==> src/rtl/mac8_if.sv <==
// rtl/mac8_if.sv - operand/result bundle for the 8-bit multiply-accumulate slice
interface mac8_if;
    logic [7:0] a;
    logic [7:0] b;
    logic [7:0] c;
    logic [7:0] out;

    modport master (output a, output b, output c, input out);
    modport slave  (input a, input b, input c, output out);
endinterface

==> src/rtl/mac8.sv <==
// rtl/mac8.sv - registered (a*b + c) mod 256 built from an explicit array multiplier
// Partial products reduced by a carry-save tree, c folded in before the final ripple adder.
module mac8 (
    input  logic   clk,
    input  logic   rst,
    mac8_if.slave  bus
);

    logic [7:0] pp [8];
    logic [7:0] s_a, c_a, s_b, c_b, s_c, c_c, s_d, c_d;
    logic [7:0] s_e, c_e, s_f, c_f, s_g, c_g;
    logic [7:0] sum;
    logic       carry;

    // Only columns 0..7 matter, so each shifted row is truncated to 8 bits.
    for (genvar i = 0; i < 8; i++) begin : g_pp
        assign pp[i] = bus.b[i] ? 8'(bus.a << i) : 8'h00;
    end

    function automatic logic [15:0] csa(input logic [7:0] x, input logic [7:0] y,
                                        input logic [7:0] z);
        logic [7:0] s;
        logic [7:0] cy;
        s  = x ^ y ^ z;
        cy = {(x[6:0] & y[6:0]) | (x[6:0] & z[6:0]) | (y[6:0] & z[6:0]), 1'b0};
        return {cy, s};
    endfunction

    always_comb begin
        {c_a, s_a} = csa(pp[0], pp[1], pp[2]);
        {c_b, s_b} = csa(pp[3], pp[4], pp[5]);
        {c_c, s_c} = csa(s_a, c_a, s_b);
        {c_d, s_d} = csa(c_b, pp[6], pp[7]);
        {c_e, s_e} = csa(s_c, c_c, s_d);
        {c_f, s_f} = csa(s_e, c_e, c_d);
        {c_g, s_g} = csa(s_f, c_f, bus.c);
    end

    // Carry out of bit 7 is discarded: the result wraps mod 256.
    always_comb begin
        sum   = 8'h00;
        carry = 1'b0;
        for (int i = 0; i < 8; i++) begin
            sum[i] = s_g[i] ^ c_g[i] ^ carry;
            carry  = (s_g[i] & c_g[i]) | (carry & (s_g[i] ^ c_g[i]));
        end
    end

    always_ff @(posedge clk or posedge rst) begin
        if (rst) begin
            bus.out <= 8'h00;
        end else begin
            bus.out <= sum;
        end
    end

endmodule

==> src/flat_wrapper.sv <==
// flat-port wrapper written by rule: the top's interface ports become plain ports
module mac8_flat 
  (clk, rst, bus_a, bus_b, bus_c, bus_out);
  mac8_if bus_i ();
  input  logic clk;
  input  logic rst;
  input wire logic [$bits(bus_i.a)-1:0] bus_a;
  input wire logic [$bits(bus_i.b)-1:0] bus_b;
  input wire logic [$bits(bus_i.c)-1:0] bus_c;
  output wire logic [$bits(bus_i.out)-1:0] bus_out;
  assign bus_i.a = bus_a;
  assign bus_i.b = bus_b;
  assign bus_i.c = bus_c;
  assign bus_out = bus_i.out;
  mac8 u_core (.clk(clk), .rst(rst), .bus(bus_i));
endmodule
==> config.mk <==
export PLATFORM = sky130hd
export DESIGN_NAME = mac8_flat
export DESIGN_NICKNAME = d
export VERILOG_FILES = /design/src/rtl/mac8_if.sv /design/src/rtl/mac8.sv /design/src/flat_wrapper.sv
export SDC_FILE = /design/constraint.sdc
export NUM_CORES = 1
export LEC_CHECK = 0
export ABC_AREA = 1
export CAP_MARGIN = 25
export CORE_ASPECT_RATIO = 1.75
export CORE_MARGIN = 2
export CORE_UTILIZATION = 50
export DETAILED_ROUTE_END_ITERATION = 8
export HOLD_SLACK_MARGIN = 0.1
export PLACE_DENSITY = 0.9
export SLEW_MARGIN = 20
export SYNTH_ARGS = -nofsm -noshare
export SYNTH_HDL_FRONTEND = slang
export SYNTH_SLANG_ARGS = --single-unit
==> constraint.sdc <==
create_clock -name clk -period 0.8 [get_ports clk]
set_clock_uncertainty 0.1 [all_clocks]
set_input_delay 0.12 -clock clk [delete_from_list [all_inputs] [get_ports clk]]
set_output_delay 0.12 -clock clk [all_outputs]
set_load 0.01 [all_outputs]
==> impl_metrics.env, run 1 <==
export IMPL_hold_path_class="in2async"
export IMPL_combinationalPowerShare_pct=71.5
export IMPL_p_int_mw=2.20
export IMPL_yosysTopAreaCell="fa_1"
export IMPL_wl_per_cell_um=15.9
export IMPL_vias=1363
export IMPL_reg_top3="u_core.bus.out: 8 flops"
export IMPL_leakage_nw=1.14
export IMPL_synth_compound_area_share_pct=0
export IMPL_antenna_found_initial=0
export IMPL_grt_pass1_vias=1439
export IMPL_worst_slew_pin_transition_ps=238
export IMPL_period_share_pct=508
export IMPL_instances_no_fill=265
export IMPL_cp_arrival_ps=4070
export IMPL_area_delta_synth_final_pct=58.6
export IMPL_largest_reg_flops=8
export IMPL_yosys_top_cells_area="fa_1 (29%), nand2_1 (17%), dfrtp_1 (15%), ha_1 (14%), inv_1 (14%)"
export IMPL_drtAntennaViolNets=0
export IMPL_finalSetupTns_ps=-14980
export IMPL_path_max_fanout=2
export IMPL_rsz0062_at_grt="true"
export IMPL_grt_max_degree=9
export IMPL_synth_seq_area_share_pct=14.6
export IMPL_final_max_slew_violation_count=0
export IMPL_synth_async_reset_ratio_pct=100
export IMPL_synthMuxAreaShare_pct=0
export IMPL_netSwitchingPower_mw=1.71
export IMPL_grt_pass1_wl_um=5910
export IMPL_holdWs_ps=96.6
export IMPL_synth_adder_area_share_pct=42.8
export IMPL_root_buffer="clkbuf_8"
export IMPL_final_nets=301
export IMPL_yosysWarnings=0
export IMPL_initial_core_util_pct=51.7
export IMPL_met1_usage_pct=22.9
export IMPL_finalSetupViolations=15
export IMPL_worstSetupPathType="in2reg"
export IMPL_fin_crit_ps=4060
export IMPL_fin_total_pwr_mw=3.91
export IMPL_synth_top_family_by_area="adder cells"
export IMPL_antenna_cells=0
export IMPL_cts_tree="done"
export IMPL_grt_usage_pct=25.2
export IMPL_grt_use_met2_pct=53.6
export IMPL_synth_top_area_share_pct=29.1
export IMPL_num_rows=25
export IMPL_cp_start_kind="input port"
export IMPL_hold_violations=0
export IMPL_ys_ff_latch=8
export IMPL_slew_headroom_pct=84.0
export IMPL_clkSinkCount=8
export IMPL_cts_made_buffers=3
export IMPL_clkTransAtPathRegs_ps=40
export IMPL_core_um2=2660
export IMPL_dp_hpwl_um=2760
export IMPL_ys_flop_type="dfrtp_1"
export IMPL_setup_slack_ps=-3260
export IMPL_grt_busiest_layer="met2"
export IMPL_portBuffers=33
export IMPL_avgSynthCellArea_um2=7.51
export IMPL_endpoint_kind="flip-flop"
export IMPL_die_area_um2=3200
export IMPL_place_congestion=0.927
export IMPL_cp_required_ps=810
export IMPL_synthXorXnorAreaFrac_pct=1.91
export IMPL_p_sw_share_pct=43.8
export IMPL_drive_gt1_share_pct=44.5
export IMPL_routed_via_density=5.14
export IMPL_synthCells=183
export IMPL_die_h_um=73.3
export IMPL_ioPinCount=34
export IMPL_yosys_area_share_simple_pct=25.2
export IMPL_drc=0
export IMPL_netlist_area_um2=1370
export IMPL_gr_total_overflow=0
export IMPL_drtIter0Drc=37
export IMPL_ir_worst_vdd_mv=1.33
export IMPL_seq_power_share_pct=16.0
export IMPL_ys_types=13
export IMPL_routed_wl_um=4200
export IMPL_dp_cells=256
export IMPL_pwr_share_clk_pct=12.4
export IMPL_dr_pass1_iters=4
export IMPL_registers_top_by_ff_count="u_core.bus.out"
export IMPL_max_cap_viol_count=0
export IMPL_cts_max_level=1
export IMPL_synth_edf_count=0
export IMPL_clock_path_buffers=2
export IMPL_die_width_um=43.6
export IMPL_power_density_nw_per_um2=1800
export IMPL_outcome="finished with violations"
export IMPL_failed_checks="negative setup slack"
export IMPL_max_freq_ghz=0.246
export IMPL_gr_usage_met3_pct=0.737
export IMPL_synth_net_count=244
==> logic make-up (layout without fill, tap and decap cells) <==
logic type,after synthesis,in the layout
AND/OR/NAND/NOR,83,83
buffers and inverters,54,109
adder cells (fa/ha/maj),35,35
flip-flops,8,8
XOR/XNOR,3,3
==> layer usage <==
layer,wire [um],part of all wire [%],vias up
met5,0,0,-
li1,-,-,641
met4,182,4.3,0
met2,2580,61,52
met1,1290,31,654
met3,144,3.4,16
==> power by group through the flow <==
stage | clock network (mW) | registers, mW | logic [mW]
detailed placement | 0 | 0.643 | 2.40
floorplan | 0 | 0.720 | 1.42
global route | 0.496 | 0.637 | 3.11
CTS | 0.485 | 0.630 | 2.49
global placement | 0 | 0.632 | 2.24
finish | 0.486 | 0.627 | 2.80
==> worst paths after layout <==
| check | cells past startpoint | startpoint | end |
|---|---|---|---|
| max in group asynchronous | 3 | rst | u_core.bus.out[6] |
| setup / recovery | 23 | bus_b[5] | u_core.bus.out[7] |
| hold / removal | 3 | rst | u_core.bus.out[1] |
| min in group clk | 2 | bus_c[0] | u_core.bus.out[0] |
==> cells in the final DEF, fill, tap and decap left out, types with 2 or more instances in the layout <==
| cell | count |
|---|---|
| clkdlybuf4s50_1 | 11 |
| nand3_2 | 2 |
| nor2_1 | 2 |
| buf_2 | 10 |
| ha_4 | 12 |
| inv_1 | 31 |
| xnor2_1 | 2 |
| fa_2 | 8 |
| fa_1 | 12 |
| nand2_4 | 5 |
| inv_2 | 19 |
| buf_8 | 3 |
| nand2_1 | 46 |
| nand2_2 | 14 |
| buf_4 | 15 |
| clkbuf_8 | 3 |
| dfrtp_1 | 8 |
| nand3_1 | 14 |
| buf_6 | 13 |
| ha_1 | 3 |
==> cell usage after synthesis, types with 2 or more instances <==
| cell type | n |
|---|---|
| buf_4 | 2 |
| nor2_1 | 2 |
| nand2_2 | 4 |
| nand3_1 | 15 |
| buf_2 | 2 |
| dfrtp_1 | 8 |
| inv_1 | 50 |
| nand2_1 | 61 |
| xnor2_1 | 2 |
| ha_1 | 15 |
| fa_1 | 20 |
==> what timing repair did <==
item	4_1_cts	5_1_grt
hold endpoints to repair	0	0
cloned	0	0
resized for setup	129	26
hold buffers	0	0
endpoints found under the setup margin	16	16
pin swaps	32	9
setup buffers	5	1
==> cell type report <==
cell class | count | area, um2
clock buffer | 3 | 41.3
fill | 145 | 480
inverter | 50 | 188
multi-input combinational | 121 | 1200
sequential | 8 | 200
tap | 27 | 33.8
timing repair buffer | 56 | 517
==> metrics by stage <==
step / util (%) / instance area, um2 / worst slack [ps]
after floorplan: - / 1430 / -3300
after global placement: 70.5 / 1880 / -3930
after detailed placement: 70.5 / 1880 / -4040
after CTS: 77.1 / 2050 / -3180
after global routing: 81.9 / 2180 / -3380
final: 81.9 / 2180 / -3260
==> critical path, stage by stage <==
cell and delay, ps:
clkdlybuf4s15_2 190, nand2_2 60, inv_2 40, fa_1 500, fa_1 440, fa_1 550
ha_4 220, fa_1 530, inv_2 40, fa_2 350, fa_2 340, inv_1 60
nand2_1 50, nand2_1 80, inv_1 40, nand2_1 70, nand2_2 60, inv_1 50
nand2_1 60, nand2_2 80, inv_2 40, nand3_2 50, nand2_1 60
(Power assumes the default switching activity.)
==> run 2, diff against run 1 <==
--- a/config.mk
+++ b/config.mk
@@ -9,10 +9,11 @@
 export CAP_MARGIN = 25
 export CORE_ASPECT_RATIO = 1.75
 export CORE_MARGIN = 2
-export CORE_UTILIZATION = 50
+export CORE_UTILIZATION = 25
 export DETAILED_ROUTE_END_ITERATION = 8
 export HOLD_SLACK_MARGIN = 0.1
-export PLACE_DENSITY = 0.9
+export PLACE_DENSITY = 0.55
+export SKIP_LAST_GASP = 1
 export SLEW_MARGIN = 20
 export SYNTH_ARGS = -nofsm -noshare
 export SYNTH_HDL_FRONTEND = slang
==> constraint.sdc (replaced) <==
create_clock -name clk -period 5.2 [get_ports clk]
set_clock_uncertainty 0.1 [all_clocks]
set_input_delay 0.78 -clock clk [delete_from_list [all_inputs] [get_ports clk]]
set_output_delay 0.78 -clock clk [all_outputs]
set_load 0.01 [all_outputs]
==> run 2 against run 1 <==
  * Non-clock buffer count is 8 lower
  * Global-route usage is 14 points lower
  * Hold slack better by 620 ps
  * Design area is 11% lower
  * Worst setup slack better by 3600 ps
  * Clock power is 85% lower
  * Die area is 92% higher
  * The flow now finishes without violations
  * Routed wire length is 30% lower
  * Via count is 11% lower
==> impl_metrics.env, run 2 (same netlist as run 1, synthesis figures left out) <==
export IMPL_grt_pass1_wl_um=5080
export IMPL_dr_pass1_iters=4
export IMPL_antenna_found_initial=0
export IMPL_crit_chain="dlygate4sd2_1 > nand2_1 > inv_1 > fa_1 > fa_1 > fa_1 > ha_4 > fa_1 > inv_2 > fa_2 > fa_2 > inv_1 > nand2_1 > nand2_1 > inv_1 > nand2_1 > nand2_2 > inv_1 > nand2_1 > nand2_2 > inv_1 > nand3_1 > nand2_1"
export IMPL_period_share_pct=92.7
export IMPL_path_max_fanout=4
export IMPL_clkSinkCount=8
export IMPL_drc=0
export IMPL_worstSetupPathType="in2reg"
export IMPL_largest_reg_flops=8
export IMPL_critPathSlowestCell="fa_1"
export IMPL_outcome="complete, no violations"
export IMPL_fin_crit_ps=4820
export IMPL_clock_path_buffers=2
export IMPL_registers_top_by_ff_count="u_core.bus.out"
export IMPL_worst_path_largest_cell_delay_ps=570
export IMPL_cts_made_buffers=3
export IMPL_drive_gt1_share_pct=14.3
export IMPL_slew_headroom_pct=78.6
export IMPL_drtAntennaViolNets=0
export IMPL_grt_max_degree=9
export IMPL_cts_tree="done"
export IMPL_mostFrequentLayoutCell="nand2_1"
export IMPL_place_congestion=0.786
export IMPL_ir_worst_vdd_mv=0.0767
export IMPL_critPathMostFrequentCell="nand2_1"
export IMPL_power_density_nw_per_um2=271
export IMPL_portBuffers=33
export IMPL_fin_total_pwr_mw=0.528
export IMPL_num_rows=35
export IMPL_area_delta_synth_final_pct=41.6
export IMPL_hold_violations=0
export IMPL_initial_core_util_pct=25.9
export IMPL_dp_hpwl_um=2620
export IMPL_gr_total_overflow=0
export IMPL_rsz0062_at_grt="false"
export IMPL_max_cap_viol_count=0
export IMPL_final_nets=293
export IMPL_cts_max_level=1
export IMPL_hold_path_class="in2async"
export IMPL_endpoint_kind="flip-flop"
export IMPL_core_um2=5300
export IMPL_max_freq_ghz=0.207
export IMPL_reg_top3="u_core.bus.out: 8 flops"
export IMPL_drtIter0Drc=28
export IMPL_die_h_um=102
export IMPL_die_area_um2=6130
export IMPL_ioPinCount=34
export IMPL_final_cell_mix="nand2_1 (60), inv_1 (48), clkdlybuf4s50_1 (21), fa_1 (18), nand3_1 (15)"
export IMPL_final_max_slew_violation_count=0
export IMPL_grt_pass1_vias=1217
export IMPL_wl_per_cell_um=9.69
export IMPL_crit_buf_inv=7
export IMPL_die_width_um=60.0
export IMPL_finalSetupTns_ps=0
export IMPL_cts_hold_buf=0
export IMPL_grt_usage_pct=10.9
export IMPL_cp_required_ps=5210
export IMPL_finalSetupViolations=0
export IMPL_vias=1208
export IMPL_routed_via_density=3.97
export IMPL_routed_wl_um=2950
export IMPL_antenna_cells=0
export IMPL_worst_slew_pin_transition_ps=320
export IMPL_cp_arrival_ps=4830
export IMPL_leakage_nw=1.13
export IMPL_root_buffer="clkbuf_8"
export IMPL_critical_path_top_delay_family="adder cells"
export IMPL_cp_start_kind="input port"
export IMPL_clkTransAtPathRegs_ps=40
==> run 2: cell types whose count changed in the layout (fill, tap and decap cells not counted), moves of 11 or more <==
cell / before / now
inv_1: 31 / 48
ha_1: 3 / 14
buf_6: 13 / 1
nand2_1: 46 / 60
ha_4: 12 / 1
inv_2: 19 / 2
==> run 2: per-layer routing <==
metal  track usage, %  up-vias  part of all wire [%]
met5                0        -                     0
met4             2.56        0                   1.5
met3            0.759        6                   3.7
met2             21.7       36                    57
met1             11.9      546                    38
li1                 -      620                     -
==> run 2: worst paths after layout <==
path / startpoint / to / slack, ps / cells after the start
worst min-delay path: rst / u_core.bus.out[7] / 710 / 2
worst max-delay path: bus_a[0] / u_core.bus.out[7] / 380 / 23
min in group clk: bus_b[0] / u_core.bus.out[0] / 990 / 5
max in group asynchronous: rst / u_core.bus.out[3] / 4050 / 2
==> run 2: what timing repair did <==
action                     CTS  global route
buffers inserted             0             0
pin swaps                    1             8
gates resized for setup      6            21
setup endpoints to repair    1             1
==> run 2: per-stage QoR <==
step	std cells	cell area [um2]	setup slack (ps)	util (%)	hold slack [ps]
after floorplan	183	1370	278	-	496
after global placement	301	1880	-300	35.6	973
after detailed placement	301	1880	-399	35.6	962
after CTS	304	1920	13.7	36.3	729
after global routing	304	1950	106	36.7	762
final	304	1950	380	36.7	712
==> run 2: power by group <==
group / switching [mW] / internal, mW
Combinational: 0.183 / 0.174
Sequential: 0.00711 / 0.0898
Clock: 0.0242 / 0.0501
==> run 2: layout make-up <==
type                    instances  area (um2)
clock buffers                   3        41.3
repair buffers                 48         443
inverters                      50         188
fillers                       567        3350
flip-flops and latches          8         200
well taps                      74        92.6
multi-input cells             121         981
